===== config.mk =====
export PLATFORM = sky130hd
export DESIGN_NAME = pc_sequencer
export DESIGN_NICKNAME = d
export VERILOG_FILES = /design/src/rtl/pc_seq_pkg.sv /design/src/rtl/pc_seq_timer.sv /design/src/rtl/pc_sequencer.sv
export SDC_FILE = /design/constraint.sdc
export NUM_CORES = 1
export LEC_CHECK = 0
export ABC_AREA = 1
export BUFFER_PORTS_ARGS = -buffer_cell sky130_fd_sc_hd__clkbuf_2
export CELL_PAD_IN_SITES_DETAIL_PLACEMENT = 1
export CELL_PAD_IN_SITES_GLOBAL_PLACEMENT = 2
export CORE_MARGIN = 2
export CORE_UTILIZATION = 34
export DETAILED_ROUTE_END_ITERATION = 10
export PLACE_DENSITY_LB_ADDON = 0.1
export SLEW_MARGIN = 20
export SYNTH_ARGS = -nofsm -noshare
export SYNTH_HDL_FRONTEND = slang
export SYNTH_SLANG_ARGS = --single-unit

===== constraint.sdc =====
create_clock -name clk -period 2.2 [get_ports clk]
set_input_delay 0.22 -clock clk [delete_from_list [all_inputs] [get_ports clk]]
set_output_delay 0.22 -clock clk [all_outputs]
set_load 0.1 [all_outputs]

===== src/rtl/pc_seq_pkg.sv =====
// pc_seq_pkg
//   Shared encodings for the PC-update sequencer: the PC operation codes
//   issued by main control, the PC source mux selects, the sequencer FSM
//   states, and the helper that maps an operation to its commit-time PC source.
//   Optional feature macro used by the sequencer: PC_ALIGN_CHECK_EN.
package pc_seq_pkg;

   typedef enum logic [2:0] {
      OP_NEXT = 3'b000,
      OP_BEQ  = 3'b001,
      OP_BNE  = 3'b010,
      OP_JUMP = 3'b011,
      OP_JR   = 3'b100,
      OP_RTE  = 3'b101,
      OP_EXC  = 3'b110,
      OP_RSVD = 3'b111
   } pc_op_e;

   typedef enum logic [1:0] {
      SRC_EPC    = 2'b00,
      SRC_ALU    = 2'b01,
      SRC_ALUOUT = 2'b10,
      SRC_CONCAT = 2'b11
   } pc_src_e;

   typedef enum logic [2:0] {
      IDLE     = 3'd0,
      EVAL     = 3'd1,
      COMMIT   = 3'd2,
      EPC_SAVE = 3'd3,
      VEC_WAIT = 3'd4,
      DONE     = 3'd5
   } state_e;

   // PC mux select used while committing the given operation.
   // The exception vector arrives on ALUOut.
   function automatic pc_src_e commit_src(input pc_op_e op);
      pc_src_e src;
      case (op)
         OP_NEXT:        src = SRC_ALU;
         OP_BEQ, OP_BNE: src = SRC_ALUOUT;
         OP_JUMP:        src = SRC_CONCAT;
         OP_JR:          src = SRC_ALU;
         OP_RTE:         src = SRC_EPC;
         OP_EXC:         src = SRC_ALUOUT;
         default:        src = SRC_ALU;
      endcase
      return src;
   endfunction

endpackage


===== src/rtl/pc_seq_timer.sv =====
// pc_seq_timer
//   4-bit loadable down-counter timing the exception-vector fetch wait.
//   Ports:
//     clk        in  system clock, rising edge
//     reset_n    in  asynchronous active-low reset (count -> 0)
//     load_i     in  load load_val_i into the counter (has priority over dec_i)
//     load_val_i in  value to load (1..15)
//     dec_i      in  decrement by one (saturates at 0)
//     expire_o   out counter currently holds 1, i.e. this is the last wait cycle
module pc_seq_timer (
   input  logic       clk,
   input  logic       reset_n,
   input  logic       load_i,
   input  logic [3:0] load_val_i,
   input  logic       dec_i,
   output logic       expire_o
);

   logic [3:0] cnt_q;
   logic [3:0] cnt_d;

   // Next count: load wins over decrement; decrement never wraps below zero.
   always_comb begin
      cnt_d = cnt_q;
      if (load_i) begin
         cnt_d = load_val_i;
      end else if (dec_i && (cnt_q != 4'd0)) begin
         cnt_d = cnt_q - 4'd1;
      end else begin
         cnt_d = cnt_q;
      end
   end

   // Count register.
   always_ff @(posedge clk or negedge reset_n) begin
      if (!reset_n) begin
         cnt_q <= 4'd0;
      end else begin
         cnt_q <= cnt_d;
      end
   end

   assign expire_o = (cnt_q == 4'd1);

endmodule


===== src/rtl/pc_sequencer.sv =====
// pc_sequencer
//   Multicycle PC-update controller. Accepts one PC operation per four-phase
//   req/done handshake, resolves branches from the ALU zero flag, sequences
//   exception entry (EPC save, vector wait, vector commit) and counts PC writes.
//   Optional feature macro: PC_ALIGN_CHECK_EN (misaligned-target trap).
//   Ports:
//     clk           in   system clock, rising edge
//     reset_n       in   asynchronous active-low reset
//     pc_req        in   operation request, held until done
//     pc_op         in   operation code, sampled on accept
//     alu_zero      in   ALU zero flag, used in EVAL
//     pc_next_lsb   in   PC mux output bits [1:0] (alignment check only)
//     pc_src        out  PC mux select (00 EPC, 01 ALU, 10 ALUOut, 11 Concat)
//     pc_write      out  PC load enable pulse
//     epc_write     out  EPC load enable pulse
//     busy          out  sequencer not idle
//     done          out  operation complete, held until pc_req drops
//     illegal       out  reserved op, valid with done
//     align_fault   out  misaligned target trapped, valid with done
//     commit_count  out  number of pc_write pulses since reset (wrapping)
module pc_sequencer
   import pc_seq_pkg::*;
#(
   parameter int VEC_WAIT_CYCLES = 2,  // legal range 1..15
   parameter int CNT_W           = 16
) (
   input  logic             clk,
   input  logic             reset_n,
   input  logic             pc_req,
   input  logic [2:0]       pc_op,
   input  logic             alu_zero,
   input  logic [1:0]       pc_next_lsb,
   output logic [1:0]       pc_src,
   output logic             pc_write,
   output logic             epc_write,
   output logic             busy,
   output logic             done,
   output logic             illegal,
   output logic             align_fault,
   output logic [CNT_W-1:0] commit_count
);

   localparam logic [3:0] VEC_LOAD = 4'(VEC_WAIT_CYCLES);

   state_e           state_q, state_d;
   pc_op_e           op_q, op_d;
   pc_src_e          pc_src_q, pc_src_d;
   logic             pc_write_q, pc_write_d;
   logic             epc_write_q, epc_write_d;
   logic             busy_q, busy_d;
   logic             done_q, done_d;
   logic             illegal_q, illegal_d;
   logic             align_q, align_d;
   logic [CNT_W-1:0] count_q, count_d;

   logic             tmr_load_s;
   logic             tmr_dec_s;
   logic             tmr_expire_s;
   logic             taken_s;
   logic             misalign_s;

   pc_seq_timer u_timer (
      .clk        (clk),
      .reset_n    (reset_n),
      .load_i     (tmr_load_s),
      .load_val_i (VEC_LOAD),
      .dec_i      (tmr_dec_s),
      .expire_o   (tmr_expire_s)
   );

   assign taken_s = ((op_q == OP_BEQ) &  alu_zero) |
                    ((op_q == OP_BNE) & ~alu_zero);

`ifdef PC_ALIGN_CHECK_EN
   // Checked in every COMMIT except the exception vector commit; once a trap
   // has been taken (align_q set) the vector commit is left unchecked so a bad
   // vector cannot trap forever.
   assign misalign_s = (state_q == COMMIT) && (op_q != OP_EXC) && !align_q &&
                       (pc_next_lsb != 2'b00);
`else
   logic unused_lsb_s;
   assign unused_lsb_s = ^pc_next_lsb;
   assign misalign_s   = 1'b0;
`endif

   // Next-state logic, plus output values decoded from the next state so the
   // registered outputs line up with the state they belong to.
   always_comb begin
      state_d    = state_q;
      op_d       = op_q;
      illegal_d  = illegal_q;
      align_d    = align_q;
      count_d    = count_q;
      tmr_load_s = 1'b0;
      tmr_dec_s  = 1'b0;

      case (state_q)
         IDLE: begin
            if (pc_req) begin
               op_d = pc_op_e'(pc_op);
               case (pc_op_e'(pc_op))
                  OP_NEXT, OP_JUMP, OP_JR, OP_RTE: state_d = COMMIT;
                  OP_BEQ, OP_BNE:                  state_d = EVAL;
                  OP_EXC:                          state_d = EPC_SAVE;
                  default: begin
                     state_d   = DONE;
                     illegal_d = 1'b1;
                  end
               endcase
            end else begin
               state_d = IDLE;
            end
         end
         EVAL: begin
            // Not-taken needs no write: fetch already loaded PC+4.
            if (taken_s) begin
               state_d = COMMIT;
            end else begin
               state_d = DONE;
            end
         end
         COMMIT: begin
            if (misalign_s) begin
               align_d = 1'b1;
               state_d = EPC_SAVE;
            end else begin
               count_d = count_q + CNT_W'(1);
               state_d = DONE;
            end
         end
         EPC_SAVE: begin
            tmr_load_s = 1'b1;
            state_d    = VEC_WAIT;
         end
         VEC_WAIT: begin
            tmr_dec_s = 1'b1;
            if (tmr_expire_s) begin
               state_d = COMMIT;
            end else begin
               state_d = VEC_WAIT;
            end
         end
         DONE: begin
            if (!pc_req) begin
               state_d   = IDLE;
               illegal_d = 1'b0;
               align_d   = 1'b0;
            end else begin
               state_d = DONE;
            end
         end
         default: begin
            state_d   = IDLE;
            illegal_d = 1'b0;
            align_d   = 1'b0;
         end
      endcase

      pc_src_d    = SRC_ALU;
      pc_write_d  = 1'b0;
      epc_write_d = 1'b0;
      case (state_d)
         COMMIT: begin
            pc_write_d = 1'b1;
            // After an alignment trap the commit loads the vector from ALUOut.
            pc_src_d   = align_d ? SRC_ALUOUT : commit_src(op_d);
         end
         EPC_SAVE: begin
            epc_write_d = 1'b1;
         end
         default: begin
            pc_src_d = SRC_ALU;
         end
      endcase
      busy_d = (state_d != IDLE);
      done_d = (state_d == DONE);
   end

   // State, latched operation, flags, counter and registered outputs.
   always_ff @(posedge clk or negedge reset_n) begin
      if (!reset_n) begin
         state_q     <= IDLE;
         op_q        <= OP_NEXT;
         pc_src_q    <= SRC_ALU;
         pc_write_q  <= 1'b0;
         epc_write_q <= 1'b0;
         busy_q      <= 1'b0;
         done_q      <= 1'b0;
         illegal_q   <= 1'b0;
         align_q     <= 1'b0;
         count_q     <= '0;
      end else begin
         state_q     <= state_d;
         op_q        <= op_d;
         pc_src_q    <= pc_src_d;
         pc_write_q  <= pc_write_d;
         epc_write_q <= epc_write_d;
         busy_q      <= busy_d;
         done_q      <= done_d;
         illegal_q   <= illegal_d;
         align_q     <= align_d;
         count_q     <= count_d;
      end
   end

   assign pc_src       = pc_src_q;
   // The alignment check sees the mux output only once COMMIT is under way,
   // so the suppression has to gate the registered pulse here.
   assign pc_write     = pc_write_q & ~misalign_s;
   assign epc_write    = epc_write_q;
   assign busy         = busy_q;
   assign done         = done_q;
   assign illegal      = illegal_q;
   assign align_fault  = align_q;
   assign commit_count = count_q;

endmodule


-- Yosys cells after proc, flatten, opt, wreduce, memory -nomap -nowiden
Index checks and enable logic that the tools add are counted.
- $add $sub $neg: 2
- multipliers: 0
- div/mod/pow operators: 0
- magnitude comparators: 0
- equal/unequal tests: 25
- shifts and indexed selects: 0
- muxes and demuxes: 23
- bitwise logic cells: 5
- reduce and logical (&&, ||, !) cells: 13
- operator list (cell ; number):
    == test 3 x 2 -> 1 bit (second input constant) ; 9
    == test 3 bit (second input constant) ; 8
    2-to-1 mux 3 bit ; 6
    case mux 3 bit (6 select lines) ; 1
    adder 16 x 1 -> 16 bit (second input constant) ; 1
    == test 3 x 1 -> 1 bit (second input constant) ; 4
    case mux 3 bit (3 select lines) ; 1
    2-to-1 mux 1 bit ; 8
    2-to-1 mux 4 bit ; 2
    OR reduction 4 bit ; 2
    OR reduction 7 bit ; 1
    zero test 3 bit ; 2
    != test 2 bit (second input constant) ; 3
    case mux 2 bit (3 select lines) ; 1
    OR reduction 5 bit ; 1
    == test 4 x 1 -> 1 bit (second input constant) ; 1
    2-to-1 mux 2 bit ; 2
    AND reduction 4 bit ; 1
    nonzero test 4 bit ; 1
    subtractor 4 x 1 -> 4 bit (second input constant) ; 1
    case mux 1 bit (3 select lines) ; 1
    nonzero test 3 bit ; 1
    OR reduction 3 bit ; 1
    bitwise AND 1 bit ; 2
    6 further kinds ; 7
- flip-flop bits (word level): 34
- latch bits: 0
- RAM bits: 0
- bits in read-only memories: 0
- logic and storage cells: 79
- memories: 0

-- Logic depth before layout (Yosys ltp)
Gate-level depths: netlist of run 1.
- word-level depth: 7
- mapped depth: 10

-- Cells and area by module
Synthesis of run 1 repeated with hierarchy kept, for this count alone.
- cells, all modules: 249
- area total of the unflattened synthesis: 1898.1 um^2
- modules (own cells, without submodules) (module ; times used ; cells each ; area each (um^2)):
    pc_sequencer ; 1 ; 212 ; 1616.6
    pc_seq_timer ; 1 ; 37 ; 281.5

-- Worst setup path before layout of run 1
OpenSTA, ideal clock, no wires.
- path type: flip-flop to flip-flop
- from: register count_q[1], in the netlist commit_count[1]
- to: register count_q[14], in the netlist commit_count[14]
- library setup time: 122 ps
- data arrival time: 2001 ps
- data required time: 2078 ps
- slack: 77 ps
- cell stages (with the launch flop): 11
- buffers on the path: 0
- clock period less this slack: 2123 ps
- cells stage by stage: dfrtp_1 -> ha_1 -> inv_1 -> nor2_1 -> nand2_1 -> nor2_2 -> nand2_2 -> nor2_1 -> nand2_1 -> nand2_1 -> nand2_1
- word-level cells in the longest chain between the ends: 1
- RTL lines (element ; RTL line ; text):
    start: declaration ; pc_sequencer.sv:54 ; logic [CNT_W-1:0] count_q, count_d;
    start signal: assignment ; pc_sequencer.sv:202 ; count_q <= count_d;
    adder 16 x 1 -> 16 bit ; pc_sequencer.sv:127 ; count_d = count_q + CNT_W'(1);
Every way passes these cells.
A chain may end at the register's enable or synchronous reset.

-- Worst setup path after layout of run 1
Same ends and word-level chain as after synthesis.

==> results of run 1 <==
==> cell type report <==
type                       instances  area (sq um)
fill                             667          2980
sequential                        34           852
multi-input combinational        162           808
timing repair buffer              30           150
inverter                          38           143
tap                               70          87.6
clock buffer                       7          86.3
clock inverter                     1          5.00
==> power groups by stage <==
| stage | sequential [uW] | clock [uW] | combinational [uW] |
|---|---|---|---|
| floorplan | 1480 | 0 | 608 |
| global placement | 940 | 0 | 1420 |
| detailed placement | 939 | 0 | 1440 |
| CTS | 928 | 503 | 1440 |
| global route | 956 | 527 | 1560 |
| finish | 927 | 479 | 1420 |
==> flip-flops by register name, summed over array words and instances (netlist names) <==
signal / count
busy: 1
commit_count: 16
state_q: 3
pc_write: 1
done: 1
epc_write: 1
pc_src: 2
illegal: 1
u_timer.cnt_q: 4
op_q: 3
align_fault: 1
==> kinds of logic after synthesis <==
| group | synth area share [%] |
|---|---|
| and+or+nand+nor | 35.8 |
| adders and majority gates | 2.08 |
| AOI/OAI and AO/OA | 3.05 |
| buffers and inverters | 7.91 |
| xor gates and xnor gates | 3.89 |
| DFF | 47.3 |
==> cells in the mapped netlist (all sizes together) <==
master	number
nand2	74
inv	38
dfrtp	33
nor2	28
nand3	24
nand4	7
o21ai	5
xor2	5
nor3	4
a21oi	3
ha	3
xnor2	3
or2	2
and2	1
dfstp	1
nor3b	1
o211ai	1
o21a	1
==> placed cells by master, fill, tap and decap left out <==
cell,Yosys,routed
sky130_fd_sc_hd__dfstp_2,1,1
sky130_fd_sc_hd__nor2_4,2,2
sky130_fd_sc_hd__nor2_2,2,2
sky130_fd_sc_hd__a21oi_1,3,3
sky130_fd_sc_hd__clkbuf_2,0,30
sky130_fd_sc_hd__ha_1,3,3
sky130_fd_sc_hd__o21a_1,1,1
sky130_fd_sc_hd__nor2_1,24,24
sky130_fd_sc_hd__o211ai_1,1,1
sky130_fd_sc_hd__xor2_1,5,5
sky130_fd_sc_hd__nor3b_2,1,1
sky130_fd_sc_hd__nand3_4,1,1
sky130_fd_sc_hd__nor3_1,4,4
sky130_fd_sc_hd__inv_1,37,37
sky130_fd_sc_hd__and2_4,1,1
sky130_fd_sc_hd__o21ai_0,5,5
sky130_fd_sc_hd__nand3_1,21,21
sky130_fd_sc_hd__dfrtp_1,33,33
sky130_fd_sc_hd__clkbuf_8,0,6
sky130_fd_sc_hd__xnor2_1,3,3
sky130_fd_sc_hd__nand3_2,2,2
sky130_fd_sc_hd__nand2_2,1,1
sky130_fd_sc_hd__clkinv_2,0,1
sky130_fd_sc_hd__inv_2,1,1
sky130_fd_sc_hd__nand4_1,7,7
sky130_fd_sc_hd__nand2_1,73,73
sky130_fd_sc_hd__or2_1,2,2
sky130_fd_sc_hd__clkbuf_1,0,1
==> layer usage <==
metal | share of wire [%] | wire length [microns]
met5 | 0 | 0
met4 | 1.9 | 78
met2 | 49 | 2010
met3 | 2.9 | 121
met1 | 47 | 1920
==> stage by stage <==
step	instances	utilization, %	area, sq um	hold slack [ps]
after detailed placement	334	40.0	2040	395
after CTS	342	41.7	2130	78.6
after global placement	334	40.0	2040	385
after floorplan	234	-	1800	-75.6
after global routing	342	41.7	2130	102
final	342	41.7	2130	40.2
==> worst max-delay path by stage <==
stage | from | end | slack [ps] | depth (start not counted)
after floorplan | commit_count[1] | commit_count[14] | 80 | 10
after detailed placement | commit_count[1] | commit_count[14] | 550 | 10
final | commit_count[1] | commit_count[14] | 570 | 10
after global placement | commit_count[1] | commit_count[14] | 560 | 10
after CTS | commit_count[1] | commit_count[14] | 540 | 10
after global routing | commit_count[1] | commit_count[14] | 350 | 10
==> implementation parameters, run 1 <==
Parameter                              Value

Min path
  Hold Path Class ... primary input to asynchronous set/reset pin

Timing
  Crit share post-route ... 74.0%
  Post-layout min period ... 1630 ps
  Unrepaired setup endpoints after global routing ... no
  Hold Fails Final Rpt ... 0
  Clock skew ... between 4 and 5 ps
  Setup tns final ... 0 ps
  Max Slew Vio Count ... 0
  Worst slew pin tran ... ~880 ps
  Worst-case setup margin in the final layout ... around 570 ps
  Highest clock frequency the design can meet ... just over 0.6 GHz
  Number of setup violations in the final report ... 0
  Worst slew margin relative to its limit ... between 40% and 50%

Floorplanning
  Vertical die dimension ... around 77 microns
  Top-level I/O count ... 33
  Number of placement rows ... 26
  Core outline area ... 0.00511 sq mm
  Width of the chip ... roughly 77 microns
  Full die area ... a little under 0.006 sq mm
  Initial core utilization ... approximately a third

Critical path
  Element type at the critical path end ... flip-flop
  Worst endpoint data arrival time ... 1810 ps
  Setup crit start kind ... flip-flop
  Crit Path Max Fanout ... 5
  Launch point of the worst reg-to-reg path ... commit_count[1]
  Delay of the slowest critical-path stage ... slightly above 400 ps
  Worst setup slack for register-to-register paths ... about 570 ps
  Cell count of the worst reg-to-reg path ... 10
  Count of buffering cells on the critical path with inverters included ... 1
  Capturing point of the worst reg2reg path ... commit_count[14]
  Most common cell on crit path ... sky130_fd_sc_hd__nand2_1
  Category of the most critical setup path ... flip-flop to flip-flop
  Dominant delay contributor by cell family on the critical path ... simple AND/OR/NAND/NOR gates
  CP cell instances ... ha_1, inv_1, nor2_1, nand2_1, nor2_2, nand2_2, nor2_1, nand2_1, nand2_1, nand2_1
  Required time of the worst setup path ... between 2000 and 2500 ps
  Slowest library cell on the worst path ... sky130_fd_sc_hd__dfrtp_1

CTS
  Clock transition at the register clock pins on the worst setup and hold paths after CTS ... approximately 70 ps
  Post-CTS sizing ... 0
  Clock tree from TritonCTS ... yes
  Inserted Clock Buffers ... 5
  Number of buffers inserted to repair setup after CTS ... 0
  Clock network latency to the later pin of the worst-skew pair ... around 280 ps
  Clock root cell ... sky130_fd_sc_hd__clkbuf_8
  Max H-tree Level ... 2
  Sinks on the clock net ... 34
  CTS hold repair buffers ... 0
  CTS Buffer Depth ... 2

Detailed routing
  Via Count ... between 1,500 and 2,000
  Wire length per cell after detailed routing ... 12.1 microns
  Wirelength, routed ... 4.13 mm
  Number of iterations in the first detailed-routing pass ... 4
  Via density ... 4.55
  Final ANT Viol Nets ... 0
  First-iteration detailed-routing DRC count ... 59
  Remaining DRCs ... 0

Outcome
  Status ... completed

Logic synthesis
  Unique cell type count in the Yosys netlist ... 24
  Number of flip-flops and latches in the synthesized netlist ... 34
  Proportion of netlist area held by the largest area contributor ... 45.8%
  Average size of a mapped cell ... ~7.7 sq um
  Leading area contributor after synthesis ... sky130_fd_sc_hd__dfrtp_1
  Number of warnings issued by yosys ... 0
  Syn Nets ... ~250
  Ranking of synthesized cells by area ... sky130_fd_sc_hd__dfrtp_1 46%, sky130_fd_sc_hd__nand2_1 15%, sky130_fd_sc_hd__inv_1 7.7%
  Seq/Total Area, Yosys ... between 40% and 50%
  Post-Synthesis Cell Area ... between 0.0015 and 0.002 sq mm
  Syn Inst Count ... about 230

Pwr
  Maximum resistive drop on vdd ... 0.495 mV
  Pleak ... ~0.0012 uW
  Net Sw Frac ... between 50% and 60%
  Overall Power ... 2820 uW
  P per Cell Area ... ~1300 mW/mm^2
  Sequential cell fraction of total power ... ~33%
  Combinational share of power ... 50.2%
  Clock power share ... roughly 17%
  Switching power total ... between 1000 and 1500 uW
  P_int ... approximately 1400 uW

Global route
  Busiest layer in global routing ... met2
  Grt ovf ... 0
  Met3 GRT Util ... ~2.7%
  Met2 usage in global routing ... between 20 and 30%
  Via count of the first global-routing pass ... about 1,600
  Largest net degree at the start of global routing ... 35
  Wire length of the first global-routing pass ... ~7.4 mm
  Global-route usage over all layers ... between 15 and 20%
  Met1 routing resource usage after global routing ... between 10% and 20%
  Antenna violations before repair ... 0

Run
  Number of maximum-capacitance violations ... 0

Place
  Dpl hpwl ... ~3.2 mm
  Placer Congestion ... 0.738
  Port Buf Inserts ... 30
  DP Worst Slack ... about 550 ps

Layout
  Area growth from synthesis to final layout ... 18.3%
  NumNets Final ... between 200 and 300
  Proportion of layout cells with a drive suffix above 1 ... ~18%
  Number of antenna diodes ... 0
No activity file was read; power rests on OpenSTA's default activity.
==> run 2, diff against run 1 <==
--- a/config.mk
+++ b/config.mk
@@ -10,7 +10,7 @@
 export CELL_PAD_IN_SITES_DETAIL_PLACEMENT = 1
 export CELL_PAD_IN_SITES_GLOBAL_PLACEMENT = 2
 export CORE_MARGIN = 2
-export CORE_UTILIZATION = 34
+export CORE_UTILIZATION = 31
 export DETAILED_ROUTE_END_ITERATION = 10
 export PLACE_DENSITY_LB_ADDON = 0.1
 export SLEW_MARGIN = 20
==> constraint.sdc (replaced) <==
create_clock -name clk -period 1.67 [get_ports clk]
set_input_delay 0.167 -clock clk [delete_from_list [all_inputs] [get_ports clk]]
set_output_delay 0.167 -clock clk [all_outputs]
set_load 0.1 [all_outputs]
==> implementation parameters, run 2 (synthesized netlist as in run 1, its figures left out) <==
Parameter                              Value

Outcome
  Status ... completed

Timing
  Setup tns final ... 0 ps (unchanged)
  Highest clock frequency the design can meet ... 0.680 GHz (+11%)
  Max Slew Vio Count ... 0 (unchanged)
  Worst hold slack ... 185 ps (+145 ps)
  Number of setup violations in the final report ... 0 (unchanged)
  Post-layout min period ... 1470 ps (-156 ps)
  Hold Fails Final Rpt ... 0 (unchanged)
  Unrepaired setup endpoints after global routing ... no
  Worst slew pin tran ... 546 ps (-333 ps)
  Crit share post-route ... 88.1% (+14 points)
  Worst slew margin relative to its limit ... 63.8% (+22 points)
  Clock skew ... 5.47 ps (+0.505 ps)

Critical path
  Crit Path Max Fanout ... 5 (unchanged)
  Cell count of the worst reg-to-reg path ... 10 (unchanged)
  Worst setup slack for register-to-register paths ... 200 ps (-370 ps)
  Element type at the critical path end ... flip-flop
  Worst endpoint data arrival time ... 1650 ps (-160 ps)
  Launch point of the worst reg-to-reg path ... commit_count[1]
  Required time of the worst setup path ... 1850 ps (-530 ps)
  Setup crit start kind ... flip-flop
  Capturing point of the worst reg2reg path ... commit_count[14]
  Category of the most critical setup path ... flip-flop to flip-flop

Layout
  Final standard cell utilization of the core ... 39.5% (-2.3 points)
  Number of flip-flops under the largest register name ... 16 (unchanged)
  Number of antenna diodes ... 0 (unchanged)
  Proportion of layout cells with a drive suffix above 1 ... 23.6% (+5.5 points)
  NumNets Final ... 287 (+1.4%)
  Most common cell after layout, fill and taps aside ... sky130_fd_sc_hd__nand2_1
  Post-route standard cell area excluding fillers ... 0.00220 sq mm (+3.2%)
  Area growth from synthesis to final layout ... 22.1%
  Most frequent cells in the layout ... 73 x sky130_fd_sc_hd__nand2_1, 37 x sky130_fd_sc_hd__inv_1, 30 x sky130_fd_sc_hd__clkbuf_2, 23 x sky130_fd_sc_hd__nor2_1, 22 x sky130_fd_sc_hd__dfrtp_1

Detailed routing
  Final ANT Viol Nets ... 0 (unchanged)
  Via density ... 4.49 (-1.3%)
  Number of iterations in the first detailed-routing pass ... 4 (unchanged)
  Wire length per cell after detailed routing ... 12.0 microns (-0.82%)
  First-iteration detailed-routing DRC count ... 34 (-42%)
  Remaining DRCs ... 0 (unchanged)
  Via Count ... 1,563 (+0.39%)
  Wirelength, routed ... 4.17 mm (+0.92%)

Floorplanning
  Number of placement rows ... 27 (+3.8%)
  Initial core utilization ... 32.3% (-3.0 points)
  Vertical die dimension ... 80.3 microns (+4.5%)
  Top-level I/O count ... 33 (unchanged)
  Width of the chip ... 80.3 microns (+4.5%)
  Core outline area ... 0.00557 sq mm (+9.1%)
  Full die area ... 0.00644 sq mm (+9.2%)

Place
  Placer Congestion ... 0.720 (-2.5%)
  Placement Cell Area ... 0.00210 sq mm (+2.8%)
  Port Buf Inserts ... 30 (unchanged)
  Dpl hpwl ... 3.28 mm (+2.1%)

CTS
  Clock root cell ... sky130_fd_sc_hd__clkbuf_8
  Sinks on the clock net ... 34 (unchanged)
  Max H-tree Level ... 2 (unchanged)
  CTS Buffer Depth ... 2 (unchanged)
  Clock transition at the register clock pins on the worst setup and hold paths after CTS ... 70 ps (about the same)
  Inserted Clock Buffers ... 5 (unchanged)
  Clock network latency to the later pin of the worst-skew pair ... 290 ps (about the same)
  Clock tree from TritonCTS ... yes

Global route
  Via count of the first global-routing pass ... 1,539 (-3.9%)
  Wire length of the first global-routing pass ... 7.25 mm (-2.1%)
  Grt ovf ... 0 (unchanged)
  Global-route usage over all layers ... 14.9% (-0.75 points)
  Antenna violations before repair ... 0 (unchanged)
  Largest net degree at the start of global routing ... 35 (unchanged)

Min path
  Hold Path Class ... primary input to flip-flop
  Cell depth of the worst hold path ... 3
  Worst hold endpoint ... op_q[2]
  Hold wc startpoint ... pc_op[2]

Pwr
  Maximum resistive drop on vdd ... 0.732 mV (+48%)
  P per Cell Area ... 1710 mW/mm^2 (+29%)
  Pleak ... 0.00118 uW (+0.20%)

Run
  Number of maximum-capacitance violations ... 0 (unchanged)
[run 2: cell types whose count changed in the layout (fill, tap and decap cells not counted), moves of 2 or more]
| cell | change |
|---|---|
| sky130_fd_sc_hd__buf_4 | +3 |
| sky130_fd_sc_hd__dfrtp_1 | -11 |
| sky130_fd_sc_hd__dfrtp_2 | +9 |
| sky130_fd_sc_hd__dfrtp_4 | +2 |
[run 2: worst max path at each step]
stage	startpoint	end	slack, ps	cells past startpoint
floorplan	commit_count[11]	commit_count[13]	10	7
global placement	commit_count[1]	commit_count[14]	160	10
detailed placement	commit_count[1]	commit_count[14]	160	10
CTS	commit_count[1]	commit_count[14]	130	10
global route	state_q[1]	pc_src[1]	20	8
finish	commit_count[1]	commit_count[14]	200	10
[run 2: what timing repair did]
| item | 4_1_cts | 5_1_grt |
|---|---|---|
| setup endpoints to repair | 0 | 2 |
| hold buffers | 1 | 0 |
| hold endpoints to repair | 33 | 0 |
| resized for setup | 0 | 2 |
| buffers inserted | 0 | 0 |
[run 2: stage by stage]
stage | setup WS (ps) | cells | power [uW]
final | 199 | 348 | 3760
after global routing | 22.6 | 348 | 4060
after CTS | 133 | 348 | 3830
after detailed placement | 155 | 339 | 3170
after global placement | 159 | 339 | 3150
after floorplan | 14.2 | 234 | 2790
[run 2: layout make-up]
cell class,count,area (sq um)
inverters,38,143
clock buffers,7,86.3
repair buffers,34,183
clock inverters,1,5.00
well taps,72,90.1
fillers,723,3370
multi-input cells,162,823
flip-flops and latches,34,871
[run 2: layer usage]
metal	global-route usage (%)	vias to the layer above	wire length (microns)
met5	0	-	0
met4	5.59	0	66
met3	3.48	5	139
met2	26.7	21	2150
met1	17.1	724	1810
li1	-	813	-
[run 2: worst max-delay path: stages (launching register included)]
cell	delay (ps)
sky130_fd_sc_hd__dfrtp_4	450
sky130_fd_sc_hd__ha_4	140
sky130_fd_sc_hd__inv_1	60
sky130_fd_sc_hd__nor2_2	150
sky130_fd_sc_hd__nand2_1	80
sky130_fd_sc_hd__nor2_2	110
sky130_fd_sc_hd__nand2_2	80
sky130_fd_sc_hd__nor2_1	120
sky130_fd_sc_hd__nand2_1	70
sky130_fd_sc_hd__nand2_1	60
sky130_fd_sc_hd__nand2_1	40
[run 2: power by group]
part	switching, uW	total [uW]	leakage [uW]	internal (uW)
registers	175	1250	0.000427	1070
logic	1460	1880	0.000703	418
clock network	300	633	0.0000482	333
total	1930	3760	0.00118	1830
==> run 3, diff against run 2 <==
==> constraint.sdc (replaced) <==
create_clock -name clk -period 1.6 [get_ports clk]
set_input_delay 0.16 -clock clk [delete_from_list [all_inputs] [get_ports clk]]
set_output_delay 0.16 -clock clk [all_outputs]
set_load 0.1 [all_outputs]
==> implementation parameters, run 3 (synthesized netlist as in run 1, its figures left out) <==
Parameter                              Value

Floorplanning
  Vertical die dimension ... 80.3 microns (unchanged)
  Initial core utilization ... 32.3% (unchanged)
  Full die area ... 0.00644 sq mm (unchanged)
  Width of the chip ... 80.3 microns (unchanged)
  Core outline area ... 0.00557 sq mm (unchanged)
  Top-level I/O count ... 33 (unchanged)
  Number of placement rows ... 27 (unchanged)

Critical path
  Slowest library cell on the worst path ... sky130_fd_sc_hd__dfrtp_4
  Dominant delay contributor by cell family on the critical path ... buffers and inverters
  Delay of the slowest critical-path stage ... 500 ps (+50 ps)
  Category of the most critical setup path ... flip-flop to output pin
  Setup crit start kind ... flip-flop
  CP cell instances ... buf_4, clkbuf_2
  Element type at the critical path end ... output pin
  Worst endpoint data arrival time ... 1300 ps (-350 ps)
  Crit Path Max Fanout ... 3 (-2)
  Required time of the worst setup path ... 1440 ps (-410 ps)
  Count of buffering cells on the critical path with inverters included ... 2 (+1)

Detailed routing
  Remaining DRCs ... 0 (unchanged)
  Wire length per cell after detailed routing ... 12.3 microns (+2.5%)
  Via density ... 4.55 (+1.3%)
  Wirelength, routed ... 4.30 mm (+3.1%)
  First-iteration detailed-routing DRC count ... 59 (+74%)
  Via Count ... 1,593 (+1.9%)
  Final ANT Viol Nets ... 0 (unchanged)
  Number of iterations in the first detailed-routing pass ... 4 (unchanged)

CTS
  Clock transition at the register clock pins on the worst setup and hold paths after CTS ... 80 ps (about the same)
  Sinks on the clock net ... 34 (unchanged)
  Inserted Clock Buffers ... 5 (unchanged)
  Clock network latency to the later pin of the worst-skew pair ... 290 ps (about the same)
  Clock tree from TritonCTS ... yes
  CTS Buffer Depth ... 2 (unchanged)
  Clock root cell ... sky130_fd_sc_hd__clkbuf_8
  Max H-tree Level ... 2 (unchanged)

Global route
  Antenna violations before repair ... 0 (unchanged)
  Met1 routing resource usage after global routing ... 19.5% (+2.3 points)
  Met3 GRT Util ... 3.48% (unchanged)
  Busiest layer in global routing ... met2
  Met2 usage in global routing ... 25.6% (-1.1 points)
  Via count of the first global-routing pass ... 1,593 (+3.5%)
  Largest net degree at the start of global routing ... 35 (unchanged)
  Grt ovf ... 0 (unchanged)
  Global-route usage over all layers ... 15.4% (+0.55 points)
  Wire length of the first global-routing pass ... 7.54 mm (+4.0%)

Outcome
  Status ... completed

Pwr
  Sequential cell fraction of total power ... 32.6% (-0.7 points)
  Combinational share of power ... 50.6% (+0.7 points)
  Clock power share ... 16.7% (about the same)
  Maximum resistive drop on vdd ... 0.724 mV (-1.1%)
  Switching power total ... 2040 uW (+5.4%)
  Net Sw Frac ... 51.2% (-0.24 points)
  P per Cell Area ... 1780 mW/mm^2 (+4.5%)
  Pleak ... 0.00118 uW (+0.54%)
  P_int ... 1940 uW (+6.4%)

Run
  Number of maximum-capacitance violations ... 0 (unchanged)

Timing
  Max Slew Vio Count ... 0 (unchanged)
  Worst slew pin tran ... 545 ps (-0.811 ps)
  Worst slew margin relative to its limit ... 63.8% (about the same)
  Worst-case setup margin in the final layout ... 140 ps (-58.3 ps)
  Crit share post-route ... 91.2%
  Post-layout min period ... ~1500 ps
  Clock skew ... 12.4 ps (+6.94 ps)
  Highest clock frequency the design can meet ... slightly below 0.7 GHz
  Number of setup violations in the final report ... 0 (unchanged)
  Worst hold slack ... 199 ps (+13.5 ps)
  Unrepaired setup endpoints after global routing ... no
  Hold Fails Final Rpt ... 0 (unchanged)

Layout
  Most common cell after layout, fill and taps aside ... sky130_fd_sc_hd__nand2_1
  Proportion of layout cells with a drive suffix above 1 ... 25.2% (+1.6 points)
  Number of antenna diodes ... 0 (unchanged)
  Area growth from synthesis to final layout ... 23.7%
  NumNets Final ... 289 (+0.70%)
  Number of flip-flops under the largest register name ... 16 (unchanged)
  Final standard cell utilization of the core ... 40.0% (+0.54 points)
  Non-filler instance count after layout ... 350 (+0.57%)
  Most frequent cells in the layout ... 73 x sky130_fd_sc_hd__nand2_1, 37 x sky130_fd_sc_hd__inv_1, 30 x sky130_fd_sc_hd__clkbuf_2, 22 x sky130_fd_sc_hd__nor2_1, 21 x sky130_fd_sc_hd__nand3_1

Place
  Port Buf Inserts ... 30 (unchanged)
  Dpl hpwl ... 3.30 mm (+0.59%)
  Total instance count after detailed placement ... 338 (-0.29%)
  DP Worst Slack ... 42.5 ps (-113 ps)
  Placer Congestion ... 0.722 (+0.31%)

Min path
  Hold Path Class ... primary input to flip-flop
run 3: changes by cell type in the layout (fill, tap and decap cells not counted), sizes merged:
| cell | change |
|---|---|
| buf | +2 |
run 3: tightest hold or removal path: stages:
cell and delay, ps:
sky130_fd_sc_hd__clkbuf_2 120, sky130_fd_sc_hd__nand2_1 80, sky130_fd_sc_hd__nand2_1 80
run 3: final cells by class:
cell class	instances	area, sq um
Fill cell	741	3340
Sequential cell	34	873
Multi-Input combinational cell	162	836
Timing Repair Buffer	36	198
Inverter	38	143
Tap cell	72	90.1
Clock buffer	7	86.3
Clock inverter	1	5.00
run 3: per-stage QoR:
step	cell area (sq um)	power [uW]	TNS [ps]
after CTS	2200	4010	0
final	2230	3980	0
after detailed placement	2090	3310	0
after floorplan	1840	2910	-26.8
after global placement	2090	3290	0
after global routing	2230	4320	0
run 3: path summary, 6_finish.rpt:
| check | from | to | slack, ps | depth (start not counted) |
|---|---|---|---|---|
| max in group asynchronous | reset_n | commit_count[4] | 790 | 3 |
| hold / removal | pc_op[1] | op_q[1] | 200 | 3 |
| hold reg to reg | illegal | illegal | 490 | 2 |
| setup / recovery | commit_count[1] | commit_count[1] | 140 | 2 |
| min in group asynchronous | reset_n | commit_count[13] | 450 | 3 |
| setup reg to reg | commit_count[0] | commit_count[14] | 150 | 10 |
run 3: repair_timing:
item | 4_1_cts | 5_1_grt
gates resized for setup | 0 | 3
setup buffers | 0 | 3
endpoints found under the setup margin | 0 | 1
hold endpoints to repair | 33 | 0
hold buffers | 1 | 0
run 3: power by group through the flow:
stage	Clock (uW)	Sequential, uW	Combinational [uW]
floorplan	0	2060	845
global placement	0	1320	1970
detailed placement	0	1320	1990
CTS	704	1310	1990
global route	740	1340	2240
finish	665	1300	2020
run 3: per-layer routing:
metal,vias to the layer above,routed length (microns)
met5,-,0
met4,0,61
met3,5,140
met2,21,2170
met1,754,1930
li1,813,-
